## config.mk

```make
export PLATFORM = sky130hd
export DESIGN_NAME = sprite_scheduler
export DESIGN_NICKNAME = d
export VERILOG_FILES = /design/src/rtl/sprite_scheduler.sv
export SDC_FILE = /design/constraint.sdc
export NUM_CORES = 1
export LEC_CHECK = 0
export ABC_CLOCK_PERIOD_IN_PS = 1400
export CELL_PAD_IN_SITES_DETAIL_PLACEMENT = 1
export CELL_PAD_IN_SITES_GLOBAL_PLACEMENT = 1
export CORE_ASPECT_RATIO = 1.1
export CORE_MARGIN = 1.5
export CORE_UTILIZATION = 29
export CTS_CLUSTER_DIAMETER = 150
export DETAILED_ROUTE_END_ITERATION = 8
export PLACE_DENSITY_LB_ADDON = 0.1
export SYNTH_ARGS = -nofsm -noshare
export SYNTH_HDL_FRONTEND = slang
export SYNTH_SLANG_ARGS = --single-unit
```

## constraint.sdc

```tcl
create_clock -name clk -period 1.4 [get_ports clk]
set_input_delay 0.28 -clock clk [delete_from_list [all_inputs] [get_ports clk]]
set_output_delay 0.28 -clock clk [all_outputs]
set_load 0.005 [all_outputs]
```

## src/rtl/sprite_scheduler.sv

```systemverilog
// Walks the object table once per frame_start and hands each visible object
// to the sprite drawer, holding its position and bank until the drawer is done.
module sprite_scheduler #(
    parameter int NUM_OBJECTS = 8,
    parameter int OBJ_IDX_W   = 3,
    parameter int SCREEN_W    = 640,
    parameter int SCREEN_H    = 480
) (
    input  logic                 clk,
    input  logic                 reset_n,
    input  logic                 frame_start,
    output logic                 obj_rd_en,
    output logic [OBJ_IDX_W-1:0] obj_idx,
    input  logic                 obj_active,
    input  logic [9:0]           obj_x,
    input  logic [9:0]           obj_y,
    input  logic [1:0]           obj_type,
    input  logic                 draw_done,
    output logic                 plot,
    output logic [9:0]           x_pos,
    output logic [9:0]           y_pos,
    output logic [1:0]           sprite_sel,
    output logic                 busy,
    output logic                 frame_done,
    output logic [OBJ_IDX_W:0]   drawn_count,
    output logic                 frame_overrun
);

    localparam int CW = OBJ_IDX_W + 1;
    localparam logic [OBJ_IDX_W-1:0] LAST_IDX = OBJ_IDX_W'(NUM_OBJECTS - 1);
    localparam logic [10:0] SCR_W = 11'(SCREEN_W);
    localparam logic [10:0] SCR_H = 11'(SCREEN_H);

    typedef enum logic [2:0] {
        S_IDLE   = 3'd0,
        S_FETCH  = 3'd1,
        S_CHECK  = 3'd2,
        S_LAUNCH = 3'd3,
        S_ARM    = 3'd4,
        S_WAIT   = 3'd5,
        S_NEXT   = 3'd6,
        S_DONE   = 3'd7
    } state_t;

    state_t                r_state;
    state_t                w_state_nxt;
    logic [OBJ_IDX_W-1:0]  r_obj_idx, w_obj_idx_nxt;
    logic [CW-1:0]         r_count, w_count_nxt;
    logic [CW-1:0]         r_drawn, w_drawn_nxt;
    logic [9:0]            r_x, w_x_nxt;
    logic [9:0]            r_y, w_y_nxt;
    logic [1:0]            r_sel, w_sel_nxt;
    logic                  r_rd_en, r_plot, r_busy, r_done, r_overrun;
    logic                  w_visible;
    logic                  w_last;

    // Partially off-screen objects still count as visible; the drawer clips.
    assign w_visible = obj_active && ({1'b0, obj_x} < SCR_W) && ({1'b0, obj_y} < SCR_H);
    assign w_last    = (r_obj_idx == LAST_IDX);

    // State and datapath registers.
    always_ff @(posedge clk) begin
        if (reset_n) begin
            r_state   <= S_IDLE;
            r_obj_idx <= '0;
            r_count   <= '0;
            r_drawn   <= '0;
            r_x       <= 10'd0;
            r_y       <= 10'd0;
            r_sel     <= 2'd0;
            r_rd_en   <= 1'b0;
            r_plot    <= 1'b0;
            r_busy    <= 1'b0;
            r_done    <= 1'b0;
            r_overrun <= 1'b0;
        end else begin
            r_state   <= w_state_nxt;
            r_obj_idx <= w_obj_idx_nxt;
            r_count   <= w_count_nxt;
            r_drawn   <= w_drawn_nxt;
            r_x       <= w_x_nxt;
            r_y       <= w_y_nxt;
            r_sel     <= w_sel_nxt;
            r_rd_en   <= (w_state_nxt == S_FETCH);
            r_plot    <= (w_state_nxt == S_LAUNCH);
            r_busy    <= (w_state_nxt != S_IDLE);
            r_done    <= (w_state_nxt == S_DONE);
            r_overrun <= frame_start && (r_state != S_IDLE);
        end
    end

    // Next-state logic; S_ARM skips draw_done since the drawer still reads idle then.
    always_comb begin
        w_state_nxt = r_state;
        case (r_state)
            S_IDLE:   if (frame_start) w_state_nxt = S_FETCH; else w_state_nxt = S_IDLE;
            S_FETCH:  w_state_nxt = S_CHECK;
            S_CHECK:  if (w_visible) w_state_nxt = S_LAUNCH; else w_state_nxt = S_NEXT;
            S_LAUNCH: w_state_nxt = S_ARM;
            S_ARM:    w_state_nxt = S_WAIT;
            S_WAIT:   if (draw_done) w_state_nxt = S_NEXT; else w_state_nxt = S_WAIT;
            S_NEXT:   if (w_last) w_state_nxt = S_DONE; else w_state_nxt = S_FETCH;
            S_DONE:   w_state_nxt = S_IDLE;
            default:  w_state_nxt = S_IDLE;
        endcase
    end

    // Datapath updates; drawn_count loads on entry to S_DONE so it lines up with frame_done.
    always_comb begin
        w_obj_idx_nxt = r_obj_idx;
        w_count_nxt   = r_count;
        w_drawn_nxt   = r_drawn;
        w_x_nxt       = r_x;
        w_y_nxt       = r_y;
        w_sel_nxt     = r_sel;
        case (r_state)
            S_IDLE: begin
                if (frame_start) begin
                    w_obj_idx_nxt = '0;
                    w_count_nxt   = '0;
                end else begin
                    w_obj_idx_nxt = r_obj_idx;
                end
            end
            S_CHECK: begin
                if (w_visible) begin
                    w_x_nxt   = obj_x;
                    w_y_nxt   = obj_y;
                    w_sel_nxt = obj_type;
                end else begin
                    w_x_nxt   = r_x;
                end
            end
            S_WAIT: begin
                if (draw_done) begin
                    w_count_nxt = r_count + CW'(1);
                end else begin
                    w_count_nxt = r_count;
                end
            end
            S_NEXT: begin
                if (w_last) begin
                    w_drawn_nxt = r_count;
                end else begin
                    w_obj_idx_nxt = r_obj_idx + OBJ_IDX_W'(1);
                end
            end
            default: begin
                w_count_nxt = r_count;
            end
        endcase
    end

    assign obj_rd_en     = r_rd_en;
    assign obj_idx       = r_obj_idx;
    assign plot          = r_plot;
    assign x_pos         = r_x;
    assign y_pos         = r_y;
    assign sprite_sel    = r_sel;
    assign busy          = r_busy;
    assign frame_done    = r_done;
    assign drawn_count   = r_drawn;
    assign frame_overrun = r_overrun;

endmodule

```

==> flow_summary.toml <==
[setup_path]
critPathMaxFanout = 4
r2r_slack_ns = -0.03
r2r_cells = 6
critPathKind = "reg2reg"
worstPathRequired_ns = 1.59
crit_path_end_kind = "flip-flop"
startpoint_type = "flip-flop"
worstPathArrival_ns = 1.62

[run]
maxCapViolations = 0

[placed_design]
dpl.cell_count = 344
dpl.hpwl_um = 3630
dp_slack_ns = -0.423
numPortBuffers = 60
place_area_um2 = 2560
gp_congestion = 0.715

[logic_synthesis]
yosysTopAreaCell = "dfxtp_1"
syn-num-nets = 230
ys_warn_count = 0
synth_ff_type = "dfxtp_1"
synth_seq_cells = 41
syn_avg_cell_area_um2 = 8.68
syn_area_um2 = 1740
synth_edf_count = 0
syn_inst = 200
synth_top_area_frac = 0.473
async_flop_share = 0
ys_top_cells_by_area = "dfxtp_1, nand3_1, a21oi_1"
ys_types = 38
synth.yosys.seq_area_share = 0.473

[sta]
finalCritPeriodShare = 1.02
timing.final.max_slew_violations = 0
fmax_ghz = 0.698
hold_viol = 0
rsz0062_at_grt = "yes"
tightest_slew_ns = 0.368
setup_viol = 4
skew_ns = 0.00664
period_needed_ns = 1.43
relSlewSlack = 0.754
hold_ws_ns = 0.280
worst_slack_ns = -0.0320

[power_and_ir_drop]
p_leak_nw = 1.32
p_per_area_nw_per_um2 = 1070
peakVddDrop_uv = 494

[drt]
wl_um = 5360
route.vias.total = 1759
drt_iter0_markers = 52
drc_errors = 0
wl_per_cell_um = 14.9
drtPass1Iterations = 4
via_per_inst = 4.89
detail-route-antenna-nets = 0

[finish]
finish.instance_area_um2 = 2860
syn_to_final_growth_pct = 64.5
nFillCells = 671
finalNonFillerCells = 360
diodes = 0
drive_gt1_frac = 0.276
nNetsFinal = 312

[global_route]
grt_max_degree = 24
grt_pass1_wl_um = 8380
antenna_found_initial = 0
grt.overflow.total = 0
grt_pass1_vias = 1774
grtUsageTotal = 0.162

[clocking]
clk_pin_slew_ns = 0.08
cts_hold_buf = 0
clkLatencyLatePin_ns = 0.29
clockBufferDepth = 2
numCtsBuffers = 5
cts.sinks = 41
htreeDepth = 2
cts-root-buf = "clkbuf_8"
cts_tree = "built"

[run_status]
violations = "negative setup slack"
outcome = "finished, violations left"

[floorplanning]
initial_core_util = 0.301
die_area_um2 = 6460
die_w_um = 76.8
chipHeight_um = 84.2
core_um2 = 5770
io_pins = 61
std_cell_rows = 29

[worst_hold_path]
hold_class = "in2reg"
hold_depth = 3
==> power breakdown <==
| part | leakage [nW] | internal, mW | switching, mW | total (mW) |
|---|---|---|---|---|
| Sequential | 0.339 | 1.25 | 0.0695 | 1.32 |
| Clock | 0.0542 | 0.446 | 0.399 | 0.844 |
| Combinational | 0.922 | 0.448 | 0.444 | 0.892 |
==> layer usage <==
layer	part of all wire	track usage
met1	0.43	0.195
met2	0.53	0.282
met4	0.0045	0.0505
met3	0.041	0.0424
met5	0	0
==> cells in the final DEF (no fill, tap or decap), types with 3 or more instances in the layout <==
cell type / instances
buf_6: 3
nor2b_1: 4
dfxtp_2: 13
nor2_1: 10
a21oi_4: 3
o21ai_2: 3
dfxtp_1: 27
a21oi_1: 25
inv_1: 5
nand2_1: 5
clkdlybuf4s50_1: 16
clkbuf_8: 7
mux2i_1: 4
xnor2_1: 3
dlymetal6s2s_1: 13
nand3_1: 26
dlygate4sd2_1: 31
o21ai_0: 16
buf_4: 27
o21ai_1: 3
==> sequential cells by signal, summed over array words and instances, names as in the netlist <==
| register | cells |
|---|---|
| busy | 1 |
| drawn_count | 4 |
| frame_done | 1 |
| frame_overrun | 1 |
| obj_idx | 3 |
| obj_rd_en | 1 |
| plot | 1 |
| r_count | 4 |
| r_state | 3 |
| sprite_sel | 2 |
| x_pos | 10 |
| y_pos | 10 |
==> what timing repair did <==
item | 4_1_cts | 5_1_grt
endpoints found under the setup margin | 62 | 41
gates resized for setup | 48 | 41
setup buffers | 1 | 3
pin swaps | 9 | 11
gates cloned | 0 | 4
==> per-stage QoR <==
| stage | setup TNS (ns) | power, mW | utilization |
|---|---|---|---|
| floorplan | 0 | 1.76 | - |
| finish | -0.0798 | 3.06 | 0.495 |
| global route | -0.625 | 3.25 | 0.495 |
| detailed placement | -11.53 | 2.12 | 0.444 |
| global placement | -11.31 | 2.11 | 0.444 |
| CTS | -0.268 | 3.01 | 0.463 |
==> cell families after synthesis <==
group,Yosys count,synth area share
XOR/XNOR,3,0.0151
AND/OR/NAND/NOR,67,0.206
adder cells (fa/ha/maj),3,0.0216
flip-flops,41,0.473
AO/OA/AOI/OAI,59,0.200
multiplexers,4,0.0231
buffers and inverters,23,0.0612
==> layout make-up <==
type                    count  area, um2  area share
well taps                  77       96.3      0.0337
multi-input cells         136        916       0.321
repair buffers             92        876       0.307
inverters                   6       26.3     0.00920
flip-flops and latches     41        841       0.294
clock inverters             1       5.00     0.00175
clock buffers               7       96.3      0.0337
==> synthesized netlist by cell type (all sizes together) (3+ instances only) <==
cell type	n
a21oi	28
buf	4
clkbuf	13
dfxtp	41
ha	3
inv	6
mux2i	4
nand2	6
nand3	27
nor2	11
nor2b	5
nor3	3
o21ai	22
xnor2	3
==> critical path: stages (launching register included) <==
cell and delay [ns]:
dfxtp_2 0.34, ha_4 0.16, ha_4 0.16, nand3b_1 0.19, a21oi_4 0.21, mux2i_1 0.22
nor2_1 0.05
==> path summary, 6_finish.rpt <==
check / endpoint / from
setup reg to reg: obj_idx[1] / obj_idx[1]
setup / recovery: obj_idx[1] / obj_idx[1]
hold reg to reg: y_pos[9] / y_pos[9]
hold / removal: y_pos[8] / obj_y[8]
Note: power is estimated with default switching activity, not from simulation.
